**src/rtl/if_prefetch.sv**
```systemverilog
// Instruction-fetch prefetch buffer.
// Fetches sequential 32-bit words from a combinational instruction ROM into a
// DEPTH-entry FIFO of {pc, inst}. The decode stage consumes the FIFO head.
// A flush redirects fetching to new_pc and discards everything buffered.
//
// Ports
//   clk       clock, rising edge
//   rst       asynchronous active-high reset
//   stall     downstream not accepting; blocks pop
//   flush     redirect request, sampled at the rising edge
//   new_pc    redirect target, used when flush=1
//   rom_ce    fetch issued this cycle (combinational)
//   rom_addr  fetch byte address = fetch_pc (combinational)
//   rom_inst  ROM read data for rom_addr, same cycle
//   if_valid  FIFO head holds a valid instruction
//   if_pc     head instruction address, 0 when empty
//   if_inst   head instruction word, 0 when empty
module if_prefetch #(
    parameter int unsigned DEPTH    = 4,
    parameter logic [31:0] RESET_PC = 32'h0000_0000
) (
    input  logic        clk,
    input  logic        rst,
    input  logic        stall,
    input  logic        flush,
    input  logic [31:0] new_pc,
    output logic        rom_ce,
    output logic [31:0] rom_addr,
    input  logic [31:0] rom_inst,
    output logic        if_valid,
    output logic [31:0] if_pc,
    output logic [31:0] if_inst
);

    localparam int unsigned PTR_W = (DEPTH > 1) ? $clog2(DEPTH) : 1;
    localparam int unsigned CNT_W = PTR_W + 1;

    logic [31:0]      fetch_pc;
    logic [PTR_W-1:0] rd_ptr;
    logic [PTR_W-1:0] wr_ptr;
    logic [CNT_W-1:0] count;

    logic [31:0] mem_pc   [DEPTH];
    logic [31:0] mem_inst [DEPTH];

    logic pop;
    logic full;
    logic push;

    // Handshake terms; a full buffer still accepts a push when it pops the same edge.
    assign full     = (count == CNT_W'(DEPTH));
    assign if_valid = (count != '0);
    assign pop      = if_valid & ~stall & ~flush;
    assign rom_ce   = ~rst & ~flush & (~full | pop);
    assign push     = rom_ce;
    assign rom_addr = fetch_pc;

    // Head presentation comes only from stored entries, never from rom_inst.
    assign if_pc   = if_valid ? mem_pc[rd_ptr]   : 32'h0;
    assign if_inst = if_valid ? mem_inst[rd_ptr] : 32'h0;

    // Control state: fetch address, pointers, occupancy.
    always_ff @(posedge clk or posedge rst) begin
        if (rst) begin
            fetch_pc <= RESET_PC;
            rd_ptr   <= '0;
            wr_ptr   <= '0;
            count    <= '0;
        end else if (flush) begin
            fetch_pc <= new_pc;
            rd_ptr   <= '0;
            wr_ptr   <= '0;
            count    <= '0;
        end else begin
            if (push) begin
                wr_ptr   <= wr_ptr + PTR_W'(1);
                fetch_pc <= fetch_pc + 32'd4;
            end
            if (pop) begin
                rd_ptr <= rd_ptr + PTR_W'(1);
            end
            case ({push, pop})
                2'b10:   count <= count + CNT_W'(1);
                2'b01:   count <= count - CNT_W'(1);
                default: count <= count;
            endcase
        end
    end

    // Entry storage; contents are qualified by count, so no reset is needed.
    always_ff @(posedge clk) begin
        if (push) begin
            mem_pc[wr_ptr]   <= fetch_pc;
            mem_inst[wr_ptr] <= rom_inst;
        end
    end

endmodule
```
**config.mk**
```make
export PLATFORM = sky130hd
export DESIGN_NAME = if_prefetch
export DESIGN_NICKNAME = d
export VERILOG_FILES = /design/src/rtl/if_prefetch.sv
export SDC_FILE = /design/constraint.sdc
export NUM_CORES = 1
export LEC_CHECK = 0
export BUFFER_PORTS_ARGS = -buffer_cell sky130_fd_sc_hd__buf_2
export CAP_MARGIN = 20
export CORE_MARGIN = 3
export CORE_UTILIZATION = 24
export DETAILED_ROUTE_END_ITERATION = 10
export MAX_ROUTING_LAYER = met4
export PLACE_DENSITY_LB_ADDON = 0.25
export SETUP_SLACK_MARGIN = 0.3
export SLEW_MARGIN = 20
export SYNTH_ARGS = -nofsm -noshare
export SYNTH_HDL_FRONTEND = slang
export SYNTH_SLANG_ARGS = --single-unit
```
**constraint.sdc**
```tcl
create_clock -name clk -period 3.8 [get_ports clk]
set_input_delay 0.76 -clock clk [delete_from_list [all_inputs] [get_ports clk]]
set_output_delay 0.76 -clock clk [all_outputs]
set_load 0.02 [all_outputs]
```
# Word-level counts from Yosys, hierarchy flattened

Memories as Yosys holds them, arrays and structs flattened.
Cells that the tools add are included.

Input bits: 68
Memory bits (writable): 256
Memories kept: 2
Logic and storage cells: 39
Output and inout bits: 98
Register bits: 39

Memory list:

| name     | words | bits a word | read ports | clocked after memory_dff | write ports | line | RTL |
|---|---|---|---|---|---|---|---|
| mem_inst | 4     | 32          | 1          | 0                        | 1           | 44   | `logic [31:0] mem_inst [DEPTH];` |
| mem_pc   | 4     | 32          | 1          | 0                        | 1           | 43   | `logic [31:0] mem_pc [DEPTH];` |

Equal/unequal tests: 3
Reduce and logical (&&, ||, !) cells: 4
Add/subtract/negate cells: 5
Bitwise operators: 9
Mux-type cells: 12

Operator list:

| kind                                                | number |
|---|---|
| two-way mux 32 bit                                  | 4 |
| adder 32 x 3 -> 32 bit, second input constant       | 1 |
| two-way mux 2 bit                                   | 4 |
| one-hot mux 3 bit (2 select lines)                  | 1 |
| nonzero test 3 bit                                  | 2 |
| adder 2 x 1 -> 2 bit, second input constant         | 2 |
| AND 1 bit                                           | 4 |
| NOT 1 bit                                           | 4 |
| nonzero test 2 bit                                  | 2 |
| adder 3 x 1 -> 3 bit, second input constant         | 1 |
| equality test 3 bit, second input constant          | 1 |
| two-way mux 3 bit                                   | 1 |
| subtractor 3 x 1 -> 3 bit, second input constant    | 1 |
| equality test 2 x 1 -> 1 bit, second input constant | 1 |
| equality test 2 bit, second input constant          | 1 |
| two-way mux 1 bit                                   | 2 |
| bitwise OR 1 bit                                    | 1 |

# Depth between registers and ports, before layout

Word-level depth: 8
Depth in mapped cells: 8
Mapped depth without buffers: 8

# Worst setup path before layout

Ideal clock, no wire load.

Path kind: input port to flip-flop
Start: in stall
End: mem mem_inst[0][0] (enable)
Buffers on the path: 1
Data required time: 3371 ps
Library setup time: 429 ps
Path slack: 230 ps
Data arrival time: 3141 ps
Cell stages on the path: 4
Cells stage by stage: and4bb_4 -> clkbuf_1 -> nor2_1 -> and3_1

Cells in the longest elaborated chain, start to end: 7

RTL lines:

| element                                 | line | RTL |
|---|---|---|
| start, declared                         | 24   | `input logic stall,` |
| NOT 1 bit                               | 53   | `assign pop = if_valid & ~stall & ~flush;` |
| AND 1 bit (2 in series)                 | 53   |  |
| bitwise OR 1 bit                        | 54   | `assign rom_ce = ~rst & ~flush & (~full \| pop);` |
| AND 1 bit                               | 54   |  |
| two-way mux 1 bit                       | 92   | `if (push) begin` |
| two-way mux 1 bit (implied by the code) | 94   | `mem_inst[wr_ptr] <= rom_inst;` |
| end, declared                           | 44   |  |

Every way passes these cells.

# Worst setup path after layout

Start: reg rd_ptr[0]
End: out if_inst[4]

Cells in the longest elaborated chain, start to end: 2

RTL lines:

| element                  | line | RTL |
|---|---|---|
| start, declared          | 39   | `logic [PTR_W-1:0] rd_ptr;` |
| start signal, assigned   | 80   | `rd_ptr <= rd_ptr + PTR_W'(1);` |
| memory read (4 x 32 bit) | n/a  |  |
| two-way mux 32 bit       | 60   | `assign if_inst = if_valid ? mem_inst[rd_ptr] : 32'h0;` |
| end, declared            | 32   | `output logic [31:0] if_inst` |

Every way passes these cells.

==> results.toml <==
[outcome]
status = "finished, final reports clean"

[worst_hold_path]
hold_class = "in2reg"
hold_depth = 3
hold_path_end = "rom_addr[12]$_DFFE_PP0P_"
hp-start = "new_pc[12]"

[floorplan]
core_area_um2 = 49300
start_util = 0.244
dieArea_um2 = 52800
die_width_um = 230
io-pin-count = 166
die_y_um = 230
fp-row-count = 81

[timing]
worstMarginPinSlew_ns = 0.623
setup_viol = 0
post-route-min-period_ns = 3.27
max_freq_ghz = 0.305
period_share = 0.862
setup_tns_ns = 0
worst_slack_ns = 0.526
rsz0062_at_grt = "false"
hold_violations = 0
fin_skew_ns = 0.0135
relSlewSlack = 0.584
final_max_slew_viol_count = 0
hold_slack_ns = 0.443

[final_layout]
num-nets-final = 933
diodes = 0
drive_gt1_frac = 0.353
fin_area_um2 = 14800
area_delta_synth_final_pct = 23.4
fill_cells = 4948
final_cells = 1547
utilization = 0.301

[routing]
drc = 0
wl_um = 30200
vias = 6699
routedWlPerCell_um = 19.5
vias_per_cell = 4.33
drtIter0Drc = 327
drtAntennaViolNets = 0
firstDrtPassIters = 4

[power_and_ir_drop]
p_per_area_nw_per_um2 = 548
p_leak_nw = 5.10
total_power_mw = 8.14
vdd_ir_drop_max_mv = 0.237

[place]
dp_hpwl_um = 19400
post-place-ws_ns = 0.944
placed_cells = 1486
numPortBuffers = 165
place_area_um2 = 13800
globalplace.congestion = 0.689

[cts]
h-tree-depth = 2
cts_tree = "yes"
root_buffer = "clkbuf_16"
cts_buffers = 35
holdBufCountCts = 0
post_cts_buffers = 0
insertion_delay_ns = 0.53
clk_path_buf_depth = 3
cts.sinks = 295
path_clk_slew_ns = 0.06

[logic_synthesis]
syn_avg_cell_area_um2 = 17.8
synth_common_cells = "edfxtp_1 (256), and2_1 (64), mux4_2 (64)"
netlist.area_leader.share = 0.639
ys_dominant_reg_cell = "edfxtp_1"
synth_edf_count = 256
synth.most_common_cell = "edfxtp_1"
synth-seq-cells = 295
synth.area.top_cells = "edfxtp_1 (64%), mux4_2 (12%), dfrtp_1 (8.1%)"
synth.cell_area_um2 = 12000
syn_inst = 677
ys_seq_area_frac = 0.720
synth_fp_nets = 751
yosysTopAreaCell = "edfxtp_1"
async_flop_share = 0.132
ys_types = 49
yosys_warnings = 0

[setup_path]
crit_type = "reg2out"
worstRegToRegCells = 5
arrival_ns = 2.51
critPathCaptureType = "output pin"
r2r_start = "rom_addr[2]$_DFFE_PP0P_"
start_kind = "register"
reg2reg_to = "rom_addr[26]$_DFFE_PP0P_"
reg2reg_setup_slack_ns = 1.28
cp_data_required_time_ns = 3.04
cp_max_fo = 23

[global_route]
grt_pass1_wl_um = 45500
grt_use_total = 0.118
grt_antenna_before_repair = 0
grt_pass1_vias = 6983
grt_max_degree = 42
overflow = 0

[flow_run]
max_cap_violations = 0
-- worst max-delay path by stage --
stage                                      from                  endpoint  slack, ns  cells past startpoint
after floorplan                           stall  mem_inst[0][0]$_DFFE_PP_       0.93                      4
after global placement    rd_ptr[0]$_DFFE_PP0P_                if_inst[4]       0.99                      4
after detailed placement   count[1]$_DFFE_PP0P_                if_inst[9]       0.94                      5
after CTS                  count[0]$_DFFE_PP0P_                if_inst[9]       0.36                      5
after global routing      rd_ptr[0]$_DFFE_PP0P_                if_inst[4]       0.31                      4
final                     rd_ptr[0]$_DFFE_PP0P_                if_inst[4]       0.53                      4
-- cells in the final DEF (no fill, tap or decap), drive strengths merged, types with 15 or more instances in the layout --
master,count
edfxtp,256
buf,183
mux4,64
and2,64
clkbuf,43
dfrtp,39
nand2,28
nor2,23
o21ai,18
inv,15
-- layout make-up --
type                            count  area (um2)  area share
Clock buffer                       43         906      0.0610
Tap cell                          664         831      0.0560
Multi-Input combinational cell    332        3170       0.214
Timing Repair Buffer              183        1090      0.0732
Sequential cell                   295        8670       0.584
Clock inverter                     18         129     0.00868
Inverter                           12        47.5     0.00320
-- flip-flops by register name (all words and copies together) (netlist names) --
signal	cells
rd_ptr	2
rom_addr	32
count	3
mem_pc	128
wr_ptr	2
mem_inst	128
-- repair_timing --
item	4_1_cts	5_1_grt
gates resized for setup	0	3
endpoints found under the setup margin	0	32
hold endpoints to repair	0	0
-- per-layer routing --
layer | track usage | wire [um] | up-vias
li1 | - | - | 3052
met1 | 0.159 | 13900 | 3426
met2 | 0.178 | 14000 | 183
met3 | 0.0274 | 1650 | 38
met4 | 0.0339 | 565 | 0
met5 | - | 0 | -
-- worst max-delay path, cell delays in order (launching register included) --
cell     delay [ns]
dfrtp_4        0.73
buf_4          0.37
mux4_2         0.55
and2_1         0.16
buf_2          0.15
-- kinds of logic after synthesis --
| kind of cell | Yosys count | synth area share |
|---|---|---|
| compound gates | 57 | 0.0308 |
| xor+xnor | 14 | 0.0102 |
| fa+ha+maj | 6 | 0.00687 |
| buf+inv | 50 | 0.0177 |
| flops | 295 | 0.720 |
| mux | 68 | 0.124 |
| simple gates | 187 | 0.0904 |
-- report_power, final --
| group | total [mW] | internal (mW) | switching (mW) |
|---|---|---|---|
| sequential | 3.85 | 3.69 | 0.165 |
| clock | 3.06 | 1.77 | 1.29 |
| combinational | 1.22 | 0.503 | 0.717 |
No activity file was read; power rests on OpenSTA's default activity.
